## src/rtl/mux21_rr_arbiter.sv

```systemverilog
// Two-requester round-robin arbiter feeding a single-entry registered output stage
// with a valid/ready handshake; the selected word is registered together with its source index.
module mux21_rr_arbiter #(
    parameter int WIDTH = 8
) (
    input  logic             clk,
    input  logic             rst_n,
    input  logic [1:0]       req,
    input  logic [WIDTH-1:0] data0,
    input  logic [WIDTH-1:0] data1,
    output logic [1:0]       gnt,
    output logic [WIDTH-1:0] out_data,
    output logic             out_valid,
    input  logic             out_ready,
    output logic             out_sel
);

    logic prio;
    logic load;
    logic winner;

    assign load = (!out_valid || out_ready) && (req[0] || req[1]) && rst_n;

    // A tie goes to prio; a lone requester always wins.
    always_comb begin
        winner = req[1] && (!req[0] || prio);
        gnt    = 2'b00;
        if (load) begin
            gnt = winner ? 2'b10 : 2'b01;
        end
    end

    // Load and drain can coincide, so a ready consumer sees no bubble.
    always_ff @(posedge clk) begin
        if (!rst_n) begin
            out_valid <= 1'b0;
            out_data  <= '0;
            out_sel   <= 1'b0;
            prio      <= 1'b0;
        end else if (load) begin
            out_valid <= 1'b1;
            out_data  <= winner ? data1 : data0;
            out_sel   <= winner;
            prio      <= ~winner;
        end else if (out_valid && out_ready) begin
            out_valid <= 1'b0;
        end
    end

endmodule
```

## config.mk

```make
export PLATFORM = sky130hd
export DESIGN_NAME = mux21_rr_arbiter
export DESIGN_NICKNAME = d
export VERILOG_FILES = /design/src/rtl/mux21_rr_arbiter.sv
export SDC_FILE = /design/constraint.sdc
export NUM_CORES = 1
export LEC_CHECK = 0
export BUFFER_PORTS_ARGS = -buffer_cell sky130_fd_sc_hd__buf_2
export CELL_PAD_IN_SITES_DETAIL_PLACEMENT = 1
export CELL_PAD_IN_SITES_GLOBAL_PLACEMENT = 1
export CORE_MARGIN = 2
export CORE_UTILIZATION = 29
export CTS_CLUSTER_DIAMETER = 40
export CTS_CLUSTER_SIZE = 40
export DETAILED_ROUTE_END_ITERATION = 7
export HOLD_SLACK_MARGIN = 0.05
export PLACE_DENSITY_LB_ADDON = 0.08
export SLEW_MARGIN = 20
export SYNTH_ARGS = -nofsm -noshare
export SYNTH_HDL_FRONTEND = slang
export SYNTH_SLANG_ARGS = --single-unit
```

## constraint.sdc

```tcl
create_clock -name clk -period 6.1 [get_ports clk]
set_input_delay 1.83 -clock clk [delete_from_list [all_inputs] [get_ports clk]]
set_output_delay 1.83 -clock clk [all_outputs]
set_load 0.005 [all_outputs]
```

==> run_results.csv <==
group,metric,value,unit
global_routing,antenna_found_initial,0,
drt,final_antenna_net_count,0,
placement,portBuffers,32,
layout,drive_gt1_frac,0.483,
floorplanning,initial_core_util,0.301,
timing,drv_slew,0,
cts,post_cts_buffers,0,
yosys,synth_area_per_cell,9.31,um2
cts,cts_resized,0,
timing,max_freq,0.213,GHz
critical_path,path_class,"input port to output port",
global_routing,track_usage,0.133,
critical_path,crit_fanout,20,
drt,drt-pass1-iter-count,3,
cts,cts.path.max_buffers,2,
yosys,synth_edf_count,0,
timing,post-route-min-period,4.70,ns
critical_path,crit_top_cell,"buf_2",
yosys,async_flop_share,0,
pwr,irDropWorstVdd,0.000142,V
layout,nets,109,
drt,drc,0,
yosys,post-synth-top-count-cell,"dfxtp_1",
critical_path,startpoint_type,"input port",
cts,clock_latency,0.27,ns
layout,final_cells,104,
global_routing,grt_pass1_vias,472,
timing,period_share,0.771,
cts,clkTransAtPathRegs,0.07,ns
floorplanning,die-area,2080,um2
yosys,synth_warnings,0,
floorplanning,ios,33,
timing,slew_headroom,0.850,
cts,root_buffer,"clkbuf_4",
layout,diodes,0,
pwr,power.leakage,0.371,nW
critical_path,cp_slowest_cell,"or3_4",
global_routing,grt_pass1_wl,1.95,mm
layout,multi_input_area,246,um2
status,outcome,"finished, final reports clean",
critical_path,worstPathRequired,4.27,ns
critical_path,cp-end-kind,"output port",
drt,viasPerCell,4.62,
floorplanning,row_count,15,
layout,seqCellArea,220,um2
critical_path,max_stage_delay,0.49,ns
yosys,netlist_instances,54,
layout,syn2layout_area_growth,37.1,%
yosys,ys_top_cells_by_area,"dfxtp_1 44%, mux2i_1 16%, o21ai_0 9.0%",
drt,routed_wl,1.18,mm
flow_run,drv_cap,0,
timing,skew,0.00198,ns
cts,cts_tree,"done",
floorplanning,die_x,45.6,um
drt,dr.first_iter.drc_count,1,
global_routing,grt_max_degree,21,
placement,gp_congestion,0.741,
timing,fin_tns_setup,0,ns
floorplanning,die_h,45.6,um
cts,cts-buffers-inserted,3,
critical_path,worstPathArrival,2.87,ns
yosys,ys_seq_area_frac,0.438,
timing,setup_viol,0,
placement,dp.cells,100,
yosys,ys_ff_latch,11,
layout,nFillCells,212,
min_path,min_path_type,"flop to flop",
yosys,synth_top_cell_area_share,0.438,
timing,hold_ws,0.468,ns
drt,vias,480,
yosys,synthFlopType,"dfxtp_1",
global_routing,overflow,0,
yosys,syn-num-nets,75,
critical_path,worst-path-buf-inv,3,
timing,rsz0062_at_grt,"no",
placement,dpl.hpwl,940,um
layout,fin_util,0.413,
yosys,syn_area,503,um2
yosys,synth_cell_type_count,19,
cts,htreeDepth,1,
timing,hold_viol,0,
critical_path,cp_top_family,"simple AND/OR/NAND/NOR gates",
cts,holdBufCountCts,0,
floorplanning,core_area,1670,um2
pwr,p_per_area,240,nW/um2
yosys,synth_largest_area_cell,"dfxtp_1",
critical_path,path_cells,"buf_2 > inv_2 > or3_4 > nor2_2 > buf_2",
cts,cts.sinks,11,
yosys,synthTopCellsByCount,"11 x dfxtp_1, 9 x o21ai_0, 8 x mux2i_1, 8 x nand3_1",
drt,wire_per_inst,11.4,um
timing,tightest_slew,0.225,ns
==> cells in the final DEF (no fill, tap or decap) <==
master    netlist  layout
buf_2           2      32
dfxtp_1        11      11
mux2i_1         8       8
nand3_1         8       8
o21ai_0         9       8
clkbuf_4        0       3
nor2_1          2       2
nor2b_1         2       2
inv_2           1       1
or3_4           1       1
inv_1           1       1
o21ai_1         0       1
nor2_2          1       1
nor3_1          1       1
nand2_1         1       1
or2_2           1       1
a21oi_1         1       1
nor2b_4         1       1
nor3_2          1       1
clkbuf_1        0       1
buf_4           1       1
==> report_power, final <==
group | leakage [nW] | internal (mW) | switching [mW]
registers | 0.0914 | 0.0788 | 0.00355
logic | 0.265 | 0.0178 | 0.0154
clock network | 0.0150 | 0.0253 | 0.0245
==> worst reg2reg max path, delay by kind of cell (launching register included) <==
family / cells / cell delay [ns]
simple gates: 4 / 0.85
flops: 1 / 0.31
==> cells by family after synthesis <==
family	synth area share
flops	0.438
simple gates	0.231
compound gates	0.0995
buf+inv	0.0721
mux	0.159
==> metrics by stage <==
step	setup slack (ns)	instance area [um2]	power (mW)
6_report	1.40	689	0.165
5_1_grt	1.29	689	0.177
4_1_cts	1.38	689	0.171
3_5_place_dp	1.38	663	0.118
3_3_place_gp	1.41	663	0.118
2_1_floorplan	1.61	503	0.103
==> worst paths after layout <==
check | startpoint | end | slack, ns | depth (start not counted)
worst max-delay path | rst_n | gnt[1] | 1.40 | 5
worst min-delay path | out_sel | out_sel | 0.47 | 2
worst max register to register | out_valid | prio | 4.88 | 4
worst min register to register | out_sel | out_sel | 0.47 | 2
==> state kept, by name (all words and copies together) (netlist names) <==
register and cells:
out_data 8, out_sel 1, out_valid 1, prio 1
==> per-layer routing <==
| layer | routed length, um | track usage | vias to the layer above | share of wire |
|---|---|---|---|---|
| met4 | 0 | 0.0353 | 0 | 0 |
| met1 | 541 | 0.148 | 209 | 0.46 |
| li1 | - | - | 252 | - |
| met5 | 0 | 0 | - | 0 |
| met3 | 88 | 0.0595 | 0 | 0.075 |
| met2 | 551 | 0.225 | 19 | 0.47 |
==> area by class of cell <==
cell class                 count  share of cell area
multi-input combinational     37               0.358
sequential                    11               0.319
timing repair buffer          33               0.243
clock buffer                   4              0.0381
tap                           17              0.0309
inverter                       2              0.0109
(Power assumes the default switching activity.)
